$ cat src/rtl/gpio_pkg.sv
// Register map, IRQ polarity encoding and address decode for apb_gpio_bank.
// GPIO_ATOMIC_EN adds the DATA_SET / DATA_CLR aliases to the decode.
package gpio_pkg;

  localparam logic [7:0] OFF_DATA_IN  = 8'h00;
  localparam logic [7:0] OFF_DATA_OUT = 8'h04;
  localparam logic [7:0] OFF_DIR      = 8'h08;
  localparam logic [7:0] OFF_IRQ_EN   = 8'h0C;
  localparam logic [7:0] OFF_IRQ_POL  = 8'h10;
  localparam logic [7:0] OFF_IRQ_STAT = 8'h14;
  localparam logic [7:0] OFF_DEBOUNCE = 8'h18;
  localparam logic [7:0] OFF_DATA_SET = 8'h1C;
  localparam logic [7:0] OFF_DATA_CLR = 8'h20;

  localparam logic POL_RISE = 1'b0;
  localparam logic POL_FALL = 1'b1;

  typedef enum logic [3:0] {
    SEL_NONE,
    SEL_DATA_IN,
    SEL_DATA_OUT,
    SEL_DIR,
    SEL_IRQ_EN,
    SEL_IRQ_POL,
    SEL_IRQ_STAT,
    SEL_DEBOUNCE,
    SEL_DATA_SET,
    SEL_DATA_CLR
  } reg_sel_e;

  // Word address in (PADDR[7:2]); byte lane bits are don't-care.
  function automatic reg_sel_e reg_decode(input logic [5:0] word_addr);
    logic [7:0] off;
    off = {word_addr, 2'b00};
    reg_decode = SEL_NONE;
    case (off)
      OFF_DATA_IN:  reg_decode = SEL_DATA_IN;
      OFF_DATA_OUT: reg_decode = SEL_DATA_OUT;
      OFF_DIR:      reg_decode = SEL_DIR;
      OFF_IRQ_EN:   reg_decode = SEL_IRQ_EN;
      OFF_IRQ_POL:  reg_decode = SEL_IRQ_POL;
      OFF_IRQ_STAT: reg_decode = SEL_IRQ_STAT;
      OFF_DEBOUNCE: reg_decode = SEL_DEBOUNCE;
`ifdef GPIO_ATOMIC_EN
      OFF_DATA_SET: reg_decode = SEL_DATA_SET;
      OFF_DATA_CLR: reg_decode = SEL_DATA_CLR;
`endif
      default:      reg_decode = SEL_NONE;
    endcase
  endfunction

endpackage

$ cat src/rtl/gpio_debounce.sv
// One GPIO input channel: 2-flop synchroniser, debounce counter, stable level
// and its 1-cycle delayed copy for edge detection.
module gpio_debounce #(
  parameter int DB_W = 16
) (
  input  logic            clk,
  input  logic            rst_n,
  input  logic            pin,
  input  logic [DB_W-1:0] db_val,
  output logic            stable,
  output logic            stable_d
);

  logic            s1, s2;
  logic [DB_W-1:0] cnt;

  // Equality compare (not >=) so a window shrunk mid-count finishes by wrapping.
  always_ff @(posedge clk) begin
    if (!rst_n) begin
      s1       <= 1'b0;
      s2       <= 1'b0;
      cnt      <= '0;
      stable   <= 1'b0;
      stable_d <= 1'b0;
    end else begin
      s1       <= pin;
      s2       <= s1;
      stable_d <= stable;
      if (s2 != stable) begin
        if (cnt == db_val) begin
          stable <= s2;
          cnt    <= '0;
        end else begin
          cnt <= cnt + DB_W'(1);
        end
      end else begin
        cnt <= '0;
      end
    end
  end

endmodule

$ cat src/rtl/apb_gpio_bank.sv
// APB3 GPIO bank: NUM_IO pins with direction, debounced inputs and edge IRQ.
// Optional GPIO_ATOMIC_EN maps DATA_SET (0x1C) / DATA_CLR (0x20).
module apb_gpio_bank
  import gpio_pkg::*;
#(
  parameter int NUM_IO   = 8,
  parameter int DB_W     = 16,
  parameter int DB_RESET = 1000
) (
  input  logic              FAB_CLK,
  input  logic              M2F_RESET_N,
  input  logic              PSEL,
  input  logic              PENABLE,
  input  logic              PWRITE,
  input  logic [7:0]        PADDR,
  input  logic [31:0]       PWDATA,
  output logic [31:0]       PRDATA,
  output logic              PREADY,
  output logic              PSLVERR,
  input  logic [NUM_IO-1:0] GPIO_IN,
  output logic [NUM_IO-1:0] GPIO_OUT,
  output logic [NUM_IO-1:0] GPIO_OE,
  output logic              IRQ
);

  localparam logic [DB_W-1:0] DB_RST = DB_W'(DB_RESET);

  logic              access, bad, wr;
  reg_sel_e          sel;
  logic [NUM_IO-1:0] wdata, w1c;
  logic [NUM_IO-1:0] data_out, dir, irq_en, irq_pol, irq_stat;
  logic [DB_W-1:0]   db_reg;
  logic [NUM_IO-1:0] stable, stable_d, evt;
  logic              irq_q;
  logic              unused_bits;

  assign access = PSEL & PENABLE;
  assign sel    = reg_decode(PADDR[7:2]);
  assign bad    = (sel == SEL_NONE) || (PWRITE && sel == SEL_DATA_IN);
  assign wr     = access & PWRITE & ~bad;
  assign wdata  = PWDATA[NUM_IO-1:0];
  assign w1c    = (wr && sel == SEL_IRQ_STAT) ? wdata : '0;

  assign PREADY      = 1'b1;
  assign PSLVERR     = access & bad;
  assign GPIO_OUT    = data_out;
  assign GPIO_OE     = dir;
  assign IRQ         = irq_q;
  assign unused_bits = ^{PADDR[1:0], PWDATA};

  for (genvar i = 0; i < NUM_IO; i++) begin : g_ch
    gpio_debounce #(.DB_W(DB_W)) u_db (
      .clk     (FAB_CLK),
      .rst_n   (M2F_RESET_N),
      .pin     (GPIO_IN[i]),
      .db_val  (db_reg),
      .stable  (stable[i]),
      .stable_d(stable_d[i])
    );
    assign evt[i] = (irq_pol[i] == POL_FALL) ? (~stable[i] &  stable_d[i])
                                             : ( stable[i] & ~stable_d[i]);
  end

  always_ff @(posedge FAB_CLK) begin
    if (!M2F_RESET_N) begin
      data_out <= '0;
      dir      <= '0;
      irq_en   <= '0;
      irq_pol  <= '0;
      irq_stat <= '0;
      db_reg   <= DB_RST;
      irq_q    <= 1'b0;
    end else begin
      if (wr) begin
        case (sel)
          SEL_DATA_OUT: data_out <= wdata;
          SEL_DIR:      dir      <= wdata;
          SEL_IRQ_EN:   irq_en   <= wdata;
          SEL_IRQ_POL:  irq_pol  <= wdata;
          SEL_DEBOUNCE: db_reg   <= PWDATA[DB_W-1:0];
`ifdef GPIO_ATOMIC_EN
          SEL_DATA_SET: data_out <= data_out | wdata;
          SEL_DATA_CLR: data_out <= data_out & ~wdata;
`endif
          default: ;
        endcase
      end
      // A new event beats a same-cycle W1C on the same bit.
      irq_stat <= (irq_stat & ~w1c) | evt;
      irq_q    <= |(irq_stat & irq_en);
    end
  end

  always_comb begin
    PRDATA = '0;
    if (access) begin
      case (sel)
        SEL_DATA_IN:  PRDATA = 32'(stable);
        SEL_DATA_OUT: PRDATA = 32'(data_out);
        SEL_DIR:      PRDATA = 32'(dir);
        SEL_IRQ_EN:   PRDATA = 32'(irq_en);
        SEL_IRQ_POL:  PRDATA = 32'(irq_pol);
        SEL_IRQ_STAT: PRDATA = 32'(irq_stat);
        SEL_DEBOUNCE: PRDATA = 32'(db_reg);
        default:      PRDATA = '0;
      endcase
    end
  end

endmodule

$ cat config.mk
export PLATFORM = sky130hd
export DESIGN_NAME = apb_gpio_bank
export DESIGN_NICKNAME = d
export VERILOG_FILES = /design/src/rtl/gpio_pkg.sv /design/src/rtl/gpio_debounce.sv /design/src/rtl/apb_gpio_bank.sv
export SDC_FILE = /design/constraint.sdc
export NUM_CORES = 1
export LEC_CHECK = 0
export CAP_MARGIN = 20
export CORE_ASPECT_RATIO = 2
export CORE_MARGIN = 10
export CORE_UTILIZATION = 40
export DETAILED_ROUTE_END_ITERATION = 8
export GPL_ROUTABILITY_DRIVEN = 0
export HOLD_SLACK_MARGIN = 0.05
export SYNTH_ARGS = -nofsm -noshare
export SYNTH_HDL_FRONTEND = slang
export SYNTH_HIERARCHICAL = 1
export SYNTH_SLANG_ARGS = --single-unit
$ cat constraint.sdc
create_clock -name FAB_CLK -period 4.6 [get_ports FAB_CLK]
set_input_delay 0.92 -clock FAB_CLK [delete_from_list [all_inputs] [get_ports FAB_CLK]]
set_output_delay 0.92 -clock FAB_CLK [all_outputs]
set_load 0.005 [all_outputs]
# Yosys cells after proc, flatten, opt, wreduce, memory -nomap -nowiden
# Cells that the tools add are included.
word_totals:
  memories: 0
  word_cells: 173
  mem_bits_ro: 0
  ram_bits: 0
  regBits: 217
  latchBits: 0
  out_inout_bits: 51
classes:
  muxes: 12
  eq_ne: 29
  div_mod_pow: 0
  bitwise: 50
  shifts: 0
  magnitude_cmp: 0
  reduce_logical: 27
  n_addsub: 8
  n_mul: 0
op_table:
  columns: ["cell", "count"]
  rows:
  - ["adder 16 x 1 -> 16 bit (second input constant)", 8]
  - ["== test 16 bit", 8]
  - ["one-hot mux 16 bit (7 select lines)", 1]
  - ["inverter 1 bit", 26]
  - ["AND reduction 2 bit", 13]
  - ["OR reduction 3 bit", 8]
  - ["one-hot mux 3 bit (7 select lines)", 1]
  - ["bitwise AND 1 bit", 20]
  - ["== test 6 x 3 -> 1 bit (second input constant)", 3]
  - ["bitwise AND 8 bit", 2]
  - ["two-way mux 16 bit", 1]
  - ["== test 3 bit (second input constant)", 4]
  - ["== test 6 x 2 -> 1 bit (second input constant)", 2]
  - ["two-way mux 1 bit", 8]
  - ["two-way mux 8 bit", 1]
  - ["!= test 1 bit", 8]
  - ["inverter 8 bit", 1]
  - ["bitwise OR 8 bit", 1]
  - ["OR reduction 8 bit", 1]
  - ["== test 3 x 2 -> 1 bit (second input constant)", 2]
  - ["== test 6 x 1 -> 1 bit (second input constant)", 1]
  - ["logical NOT 6 bit", 1]
  - ["logical NOT 4 bit", 1]
  - ["== test 3 x 1 -> 1 bit (second input constant)", 1]
  - ["2 further kinds", 3]

# Longest topological paths before layout
# Gate-level depths: netlist of the first run.
depth:
  word_depth: 12
  depth_mapped: 7
  mapped_depth_nobuf: 5

# Modules after synthesis
# The synthesis of the first run kept the hierarchy.
by_module_without_submodules:
  columns: ["mod", "seq_area_each_um2", "area_per_inst_um2", "n_inst", "cells_per_inst"]
  rows:
  - ["gpio_debounce at g_ch[0].u_db ...", 400.4, 1026.0, 7, 113]
  - ["apb_gpio_bank", 1141.1, 2971.6, 1, 313]
  - ["gpio_debounce at g_ch[7].u_db", 400.4, 1037.2, 1, 110]

# Least setup slack after synthesis of the first run
# Ideal clock, no wire load.
synth_timing:
  path_type: "input port to output port"
  start: "input PADDR[4]"
  end: "output PRDATA[6]"
  stages: 7
  arrival_time_ns: 2.039
  path_slack_ns: 1.641
  path_buffers: 3
  cell_sequence: "buf_2 nor2_1 and3_1 clkbuf_2 buf_2 a22oi_1 a21oi_1"
synth_between:
  elab_chain_len: 5
  word_cells_on_any_way: 17
synth_lines:
  columns: ["item", "line", "source"]
  rows:
  - ["start, declared", "apb_gpio_bank.sv:15", "input logic [7:0] PADDR,"]
  - ["== test 6 x 3 -> 1 bit (tied with other cells)", "gpio_pkg.sv:36", "case (off)"]
  - ["one-hot mux 3 bit (7 select lines) (*)", "gpio_pkg.sv:36", null]
  - ["== test 3 bit (tied with other cells)", "apb_gpio_bank.sv:97", "case (sel)"]
  - ["one-hot mux 16 bit (7 select lines) (*)", "apb_gpio_bank.sv:97", null]
  - ["two-way mux 16 bit (*)", "apb_gpio_bank.sv:96", "if (access) begin"]
  - ["end, declared", "apb_gpio_bank.sv:17", "output logic [31:0] PRDATA,"]
# Mark *: on every way between the ends. The rest lies on a longest branch, timed or not.

# Worst setup path in the final report of the first run
layout_timing:
  start: "input PADDR[7]"
  end: "output PRDATA[7]"
# Same word-level chain as after synthesis.

==> results_dict.tcl, run 1 <==
set metrics [dict create \
    yosys_warnings 6 \
    p_clk_share_pct 46.1 \
    grt_pass1_vias 9109 \
    p_sw_share_pct 21.34 \
    highest_layer "met4" \
    arrival_ns 3.23 \
    rrSetupSlack_ns 2.13 \
    cts.sink_count 217 \
    grt_usage_pct 16.63 \
    drcViolationCount 0 \
    pre_cts_slack_ns 0.4606 \
    top_level_ports 104 \
    routedWlPerCell_um 18.96 \
    synth_top_cell_area_share_pct 38.82 \
    synth_cell_types 52 \
    irDropWorstVdd_mv 0.3381 \
    fin_crit_ns 4.151 \
    critPathCaptureType "primary output" \
    synth_area_mm2 0.01119 \
    critPathLaunch "PADDR[7]" \
    insertion_delay_ns 0.50 \
    wl_met3_um 1473 \
    p_seq_share_pct 51.0 \
    drt_wl_total_um 30770 \
    synth_area_leaders "dfxtp_1 (39%), xnor2_1 (16%), nor3_1 (6.3%)" \
    grt_max_degree 55 \
    postSynthRegisterBits 217 \
    path_cells "clkdlybuf4s50_1 > or3_1 > a21oi_1 > nand3_1 > a21oi_1 > clkdlybuf4s50_1" \
    min_path_type "reg2reg" \
    drt.antenna.violating_nets 0 \
    path_depth 6 \
    die_y_um 256.5 \
    synthFlopType "dfxtp_1" \
    cp_top_family "buffers and inverters" \
    final-hold-violation-count 0 \
    synthToLayoutAreaGrowth_pct 12.85 \
    crit_buf_inv 2 \
    worstMarginPinSlew_ns 0.9930 \
    final_common_cell "dfxtp_1" \
    r2r_end "g_ch[1].u_db/stable$_SDFFE_PN0P_" \
    first_iter_violations 404 \
    rows 86 \
    clockBufferDepth 3 \
    fin_crit_sh_pct 90.24 \
    die_area_mm2 0.03547 \
    port_buffers 68 \
    core_area_mm2 0.02755 \
    setup_viol 0 \
    slew_headroom_pct 33.30 \
    syn_avg_cell_area_um2 9.218 \
    cts_tree "done" \
    synth_edf_count 0 \
    worst_setup_path_start_kind "primary input" \
    worstSetupPathType "in2out" \
    place_hpwl_um 22180 \
    power.internal_mw 2.924 \
    die_w_um 138.3 \
    diodes 0 \
    crit_end "PRDATA[7]" \
    netlist_instances 1214 \
    yosysSeqAreaShare_pct 38.82 \
    p_comb_share_pct 3.0 \
    yosys.area.top_type "dfxtp_1" \
    cts.reportedPaths.clkPinSlew_ns 0.06 \
    fmax_mhz 240.9 \
    fin_setup_tns_ns 0 \
    postCtsHoldBufs 0 \
    critPathMaxStageDelay_ns 0.56 \
    reg2reg_depth 4 \
    first_pass_iters 8 \
    post_drt_via_cell_ratio 5.446 \
    wl_met2_um 16690 \
    cts_setup_buffers 0 \
    finClkSkew_ns 0.007368 \
    cts_resized 0 \
    grt_pass1_wl_um 48870 \
    postSynth.asyncResetShare_pct 0 \
    r2r_start "db_reg[15]$_SDFFE_PN0P_" \
    postLayoutCoreUtil_pct 45.84 \
    critPathRequiredTime_ns 3.68 \
    outcome "finished, final reports clean" \
    rsz0062_at_grt "false" \
    final_cell_mix "dfxtp_1 (217), xnor2_1 (209), nor3_1 (140)" \
    maxCapViolCount 0 \
    initial_core_util_pct 40.63 \
    num_vias 8839 \
    cts_buffers 21 \
    grt_overflow 0 \
    drive_gt1_share_pct 5.822 \
    timing.final.ws_setup_ns 0.4490 \
    antenna_found_initial 0 \
    fin_nets 1321 \
    critical_path_peak_fanout 8 \
    wl_met1_um 11600 \
    power_density_mw_per_mm2 294.3 \
    root_buffer "clkbuf_16" \
    crit_path_top_delay_cell "clkdlybuf4s50_1" \
    nFillCells 2762 \
    holdWs_ns 0.4321 \
    p_sw_mw 0.7931 \
    htreeDepth 1 \
    largest_reg_flops 128 \
    leakage_nw 4.043 \
    final-max-slew-violation-count 0 \
]
-- kinds of logic after synthesis --
family / synth area share [%]
adder cells (fa/ha/maj): 0.8945
XOR/XNOR: 18.63
buffers and inverters: 5.009
AND/OR/NAND/NOR: 25.13
multiplexers: 6.530
other: 0.06711
AO/OA/AOI/OAI: 4.919
flip-flops: 38.82
-- synthesized netlist by cell type, types with 19 or more instances --
library cell / instances
xor2_1: 29
inv_1: 22
nand2_1: 82
nor4_1: 29
nor3_1: 140
buf_4: 19
mux2i_1: 64
nand4_1: 63
nor2_1: 66
xnor2_1: 209
nand3_1: 50
dfxtp_1: 217
-- power groups by stage --
stage / sequential, mW / clock [mW] / combinational [mW]
after global placement: 1.94 / 0 / 0.109
final: 1.89 / 1.71 / 0.110
after CTS: 1.89 / 1.76 / 0.110
after detailed placement: 1.94 / 0 / 0.110
after global routing: 1.89 / 1.83 / 0.120
after floorplan: 1.94 / 0 / 0.0598
-- layout make-up --
cell class                      count  area [µm²]  share of cell area [%]
Multi-Input combinational cell    919        6342                   50.22
Sequential cell                   217        4344                   34.40
Timing Repair Buffer               78       750.7                   5.945
Clock buffer                       32       626.9                   4.964
Tap cell                          352       440.4                   3.488
Inverter                           23       86.33                  0.6836
Clock inverter                      2       37.54                  0.2972
-- routing by layer --
metal  vias up  GRT usage (%)
met5         -              0
met4         0          7.000
met3        47          2.961
met2       202          32.46
met1      4244          16.56
li1       4346              -
-- through the flow --
| stage | cell area, µm² | total power [mW] | instances |
|---|---|---|---|
| after floorplan | 11250 | 1.995 | 1229 |
| after global placement | 11960 | 2.045 | 1589 |
| after detailed placement | 11960 | 2.046 | 1589 |
| after CTS | 12630 | 3.767 | 1623 |
| after global routing | 12630 | 3.839 | 1623 |
| final | 12630 | 3.717 | 1623 |
-- worst min path at each step --
stage,end,start,depth (start not counted),slack (ns)
2_1_floorplan,g_ch[0].u_db/s2$_SDFF_PN0_,g_ch[0].u_db/s1$_SDFF_PN0_,1,0.41
4_1_cts,g_ch[1].u_db/s2$_SDFF_PN0_,g_ch[1].u_db/s1$_SDFF_PN0_,1,0.44
6_report,g_ch[1].u_db/s2$_SDFF_PN0_,g_ch[1].u_db/s1$_SDFF_PN0_,1,0.43
3_3_place_gp,g_ch[1].u_db/s2$_SDFF_PN0_,g_ch[1].u_db/s1$_SDFF_PN0_,1,0.41
5_1_grt,g_ch[1].u_db/s2$_SDFF_PN0_,g_ch[1].u_db/s1$_SDFF_PN0_,1,0.44
3_5_place_dp,g_ch[4].u_db/s2$_SDFF_PN0_,g_ch[4].u_db/s1$_SDFF_PN0_,1,0.42
Note: power is estimated with default switching activity, not from simulation.
==> run 2: changes to the inputs <==
--- a/config.mk
+++ b/config.mk
@@ -16,3 +16,4 @@
 export SYNTH_HDL_FRONTEND = slang
 export SYNTH_HIERARCHICAL = 1
 export SYNTH_SLANG_ARGS = --single-unit
+export TNS_END_PERCENT = 20
==> results of run 2 <==
Final layout, timing and power as in run 1 (identical DEF).
==> run 3: changes to the inputs <==
--- a/config.mk
+++ b/config.mk
@@ -5,6 +5,7 @@
 export SDC_FILE = /design/constraint.sdc
 export NUM_CORES = 1
 export LEC_CHECK = 0
+export ABC_AREA = 0
 export CAP_MARGIN = 20
 export CORE_ASPECT_RATIO = 2
 export CORE_MARGIN = 10
@@ -12,6 +13,7 @@
 export DETAILED_ROUTE_END_ITERATION = 8
 export GPL_ROUTABILITY_DRIVEN = 0
 export HOLD_SLACK_MARGIN = 0.05
+export RECOVER_POWER = 50
 export SYNTH_ARGS = -nofsm -noshare
 export SYNTH_HDL_FRONTEND = slang
 export SYNTH_HIERARCHICAL = 1
==> results_dict.tcl, run 3 (synthesis gave the netlist of run 1 again) <==
set metrics [dict create \
    crit_buf_inv 3 \
    grt_pass1_vias 9109 \
    fin_setup_tns_ns 0 \
    final_common_cell "dfxtp_1" \
    min_path_type "reg2reg" \
    cts_setup_buffers 0 \
    place_hpwl_um 22180 \
    largest_reg_flops 128 \
    htreeDepth 1 \
    diodes 0 \
    setup_viol 0 \
    worst_setup_path_start_kind "primary input" \
    insertion_delay_ns 0.50 \
    cp_top_family "buffers and inverters" \
    die_y_um 256.5 \
    die_w_um 138.3 \
    grt_pass1_wl_um 48870 \
    finClkSkew_ns 0.006820 \
    critPathCaptureType "primary output" \
    root_buffer "clkbuf_16" \
    antenna_found_initial 0 \
    critPathRequiredTime_ns 3.68 \
    maxCapViolCount 1 \
    irDropWorstVdd_mv 0.3389 \
    cts_tree "done" \
    fin_nets 1321 \
    path_cells "clkdlybuf4s50_1 > clkbuf_1 > and4b_1 > and3_1 > clkdlybuf4s50_1" \
    drt_wl_total_um 30800 \
    failed_checks "max-capacitance violations, max-slew violations" \
    fin_crit_ns 4.306 \
    crit_path_top_delay_cell "clkbuf_1" \
    first_iter_violations 401 \
    post_drt_via_cell_ratio 5.414 \
    cts_buffers 21 \
    first_pass_iters 5 \
    postCtsHoldBufs 0 \
    fmax_mhz 232.3 \
    cts_resized 0 \
    port_buffers 68 \
    core_area_mm2 0.02755 \
    arrival_ns 3.39 \
    final-max-slew-violation-count 55 \
    seqCellArea_mm2 0.004344 \
    grt_max_degree 55 \
    worstSetupPathType "in2out" \
    worstMarginPinSlew_ns 2.376 \
    multiInputGateArea_mm2 0.006320 \
    rsz0062_at_grt "false" \
    finalPower_mw 3.716 \
    rows 86 \
    critical_path_peak_fanout 13 \
    nFillCells 2767 \
    num_vias 8787 \
    clockBufferDepth 3 \
    cp_common_cell "clkdlybuf4s50_1" \
    drcViolationCount 0 \
    routedWlPerCell_um 18.97 \
    synthToLayoutAreaGrowth_pct 12.57 \
    final-hold-violation-count 0 \
    grt_overflow 0 \
    holdWs_ns 0.4321 \
    grt_usage_pct 16.63 \
    final_cell_mix "dfxtp_1 (217), xnor2_1 (209), nor3_1 (140)" \
    initial_core_util_pct 40.63 \
    die_area_mm2 0.03547 \
    fin_crit_sh_pct 93.60 \
    outcome "complete, but fails checks" \
    top_level_ports 104 \
    cts.sink_count 217 \
    cts.reportedPaths.clkPinSlew_ns 0.06 \
    critPathMaxStageDelay_ns 0.69 \
    power_density_mw_per_mm2 295.0 \
    leakage_nw 4.089 \
    slew_headroom_pct -58.37 \
    drive_gt1_share_pct 5.350 \
    drt.antenna.violating_nets 0 \
]
==> run 3: cell types whose count changed in the layout (fill, tap and decap cells not counted), sizes merged <==
cell,previous run,this run
buf,11,8
clkbuf,32,35
clkdlybuf4s50,67,49
dlygate4sd3,0,18
==> run 3: layer usage <==
| metal | global-route usage, % | routed length [µm] | vias to the layer above |
|---|---|---|---|
| met5 | 0 | 0 | - |
| met4 | 7.000 | 1007 | 0 |
| met3 | 2.961 | 1621 | 50 |
| met2 | 32.46 | 16710 | 217 |
| met1 | 16.56 | 11460 | 4197 |
| li1 | - | - | 4323 |
==> run 3: worst register-to-register path, cell delays in order (launching register included) <==
cell and delay [ns]:
dfxtp_1 0.86, xnor2_1 0.20, nand4_1 0.18, nor4_4 0.91
mux2i_1 0.27
==> run 3: layout make-up <==
| type | count | area share [%] |
|---|---|---|
| clock buffer | 32 | 4.976 |
| clock inverter | 2 | 0.2980 |
| inverter | 23 | 0.6853 |
| multi-input combinational | 919 | 50.17 |
| sequential | 217 | 34.49 |
| tap | 352 | 3.496 |
| timing repair buffer | 78 | 5.890 |
==> run 3: path summary, 6_finish.rpt <==
kind | from | end | slack (ns) | cells after the start
worst max-delay path | PADDR[4] | PRDATA[13] | 0.29 | 5
worst min-delay path | g_ch[1].u_db/s1$_SDFF_PN0_ | g_ch[1].u_db/s2$_SDFF_PN0_ | 0.43 | 1
worst max register to register | db_reg[10]$_SDFFE_PN0P_ | g_ch[1].u_db/stable$_SDFFE_PN0P_ | 2.12 | 4
worst min register to register | g_ch[1].u_db/s1$_SDFF_PN0_ | g_ch[1].u_db/s2$_SDFF_PN0_ | 0.43 | 1
==> run 3: where the power goes <==
group | switching, mW | internal, mW | leakage [nW]
sequential | 0.00674 | 1.89 | 1.75
clock | 0.724 | 0.989 | 0.322
combinational | 0.0619 | 0.0468 | 2.02
==> run 3: through the flow <==
| step | cells | setup WS (ns) | instance area [µm²] | util [%] |
|---|---|---|---|---|
| after floorplan | 1229 | 1.641 | 11250 | - |
| after global placement | 1589 | 0.4759 | 11960 | 43.43 |
| after detailed placement | 1589 | 0.4606 | 11960 | 43.43 |
| after CTS | 1623 | 0.4445 | 12630 | 45.84 |
| after global routing | 1623 | 0.1724 | 12600 | 45.73 |
| final | 1623 | 0.2945 | 12600 | 45.73 |
==> patch (config.mk and constraints of run 1) <==
Build with the macro `GPIO_ATOMIC_EN` defined.
--- a/src/rtl/gpio_pkg.sv
+++ b/src/rtl/gpio_pkg.sv
@@ -1,4 +1,6 @@
 // Register map, IRQ polarity encoding and address decode for apb_gpio_bank.
 // GPIO_ATOMIC_EN adds the DATA_SET / DATA_CLR aliases to the decode.
+`define GPIO_ATOMIC_EN
+
 package gpio_pkg;
 
Function: changed (Yosys sat finds a counterexample within 4 cycles, from zero or initial values and one cycle with M2F_RESET_N low).
==> patch against run 1 <==
Clock power rose by 8%. Power rose by 4.3%. Clock skew rose by 0.0055 ns. Wire length fell by 0.38%. Final cell count rose by 0.99%. Cell area rose by 0.62%. Sequential cell count did not move. Core utilization rose by 0.11 points. Setup slack improved by 0.18 ns. Synthesized area rose by 0.16%.
==> patch: results (changes against run 1) <==
[clocking]
clockRootBuffer=clkbuf_16
post-cts-setup-buffers=0  ; unchanged
clk_latency_ns=0.51

[finish]
fin_nets=1337  ; +1.2%
num_antenna_cells=0  ; unchanged
layout-drive-gt1-share_pct=6.915  ; +1.1 points
fillers=2718  ; -1.6%
finalCoreUtilization_pct=45.95  ; +0.11 points

[yosys]
synth_adder_area_share_pct=0.8931  ; -0.0014 points
ys_top_cells_by_count=dfxtp_1, xnor2_1, nor3_1, nand2_1, nand3_1
synth_area_leaders=dfxtp_1, xnor2_1, nor3_1, nand4_1, nand3_1
synthXorXnorAreaFrac_pct=18.83  ; +0.21 points
ys_seq_area_share_pct=38.76  ; -0.061 points
muxShareOfSynthArea_pct=3.840  ; -2.7 points
synth_top_cell_by_area=dfxtp_1
synth-compound-area-share_pct=6.062  ; +1.1 points
synth_cell_types=55  ; +5.8%
synthArstFlopShare_pct=0  ; unchanged
syn_inst=1236  ; +1.8%

[route]
wl_mm=30.65  ; -0.38%
vias=8985  ; +1.7%
m1WireLength_mm=11.63  ; +0.28%
drt_first_pass_iters=5  ; -3
vias_per_cell=5.482  ; +0.66%
met2RoutedLength_mm=16.25  ; -2.6%
met3_length_mm=1.396  ; -5.2%
drt_iter0_markers=489  ; +21%

[pwr]
clkPwrFrac_pct=47.8  ; +1.7 points
pwr-share-seq_pct=48.9  ; -2.1 points
power.internal_uw=3053  ; +4.4%
p_leak_uw=0.003719  ; -8.0%
irDropWorstVdd_uv=280.1  ; -17%
power.density_nw_per_um2=305.1  ; +3.6%

[run_status]
status=finished, final reports clean

[place]
placed_area_um2=11980  ; +0.14%
place_hpwl_mm=22.21  ; about the same
post-place-ws_ns=0.6172  ; +0.1567 ns
dp.cells=1605  ; +1.0%

[worst_setup_path]
crit_fanout=8  ; unchanged
worst_ep_arrival_time_ns=3.05  ; -0.18 ns
slowest_delay_ns=0.55

[grt]
grtUsageMet1_pct=17.24  ; +0.68 points
grt_pass1_vias=9174  ; +0.71%
grt_max_degree=54  ; -1.8%
grt_usage_pct=16.82  ; +0.19 points
grt.met3_usage_pct=2.702  ; -0.26 points
grt_pass1_wl_mm=49.40  ; +1.1%
gr-usage-met2_pct=31.73  ; -0.73 points

[timing]
tightestPinTransition_ns=0.9984  ; +0.005393 ns
fin_skew_ns=0.01285  ; +0.005478 ns

[patch: changes by cell type in the layout (fill, tap and decap cells not counted), moves of 16 or more]
| cell | delta |
|---|---|
| a21oi_1 | -16 |
| mux2i_1 | -39 |
| nand3_1 | +26 |
| nor2_1 | -25 |
| o21ai_0 | +41 |
[patch: path summary, 6_finish.rpt]
kind / from / endpoint / slack, ns / depth (start not counted)
worst max register to register: db_reg[10] / g_ch[0].u_db/stable / 1.96 / 4
worst min-delay path: g_ch[3].u_db/s1 / g_ch[3].u_db/s2 / 0.44 / 1
worst min register to register: g_ch[3].u_db/s1 / g_ch[3].u_db/s2 / 0.44 / 1
worst max-delay path: PENABLE / PRDATA[7] / 0.63 / 5
[patch: area by class of cell]
cell class                      instances  area, um^2  share of cell area (%)
Sequential cell                       217        4344                   34.19
Tap cell                              352       440.4                   3.466
Multi-Input combinational cell        922        6287                   49.48
Timing Repair Buffer                   80       780.7                   6.144
Clock buffer                           28       621.8                   4.894
Inverter                               34       127.6                   1.004
Clock inverter                          6       105.1                  0.8271
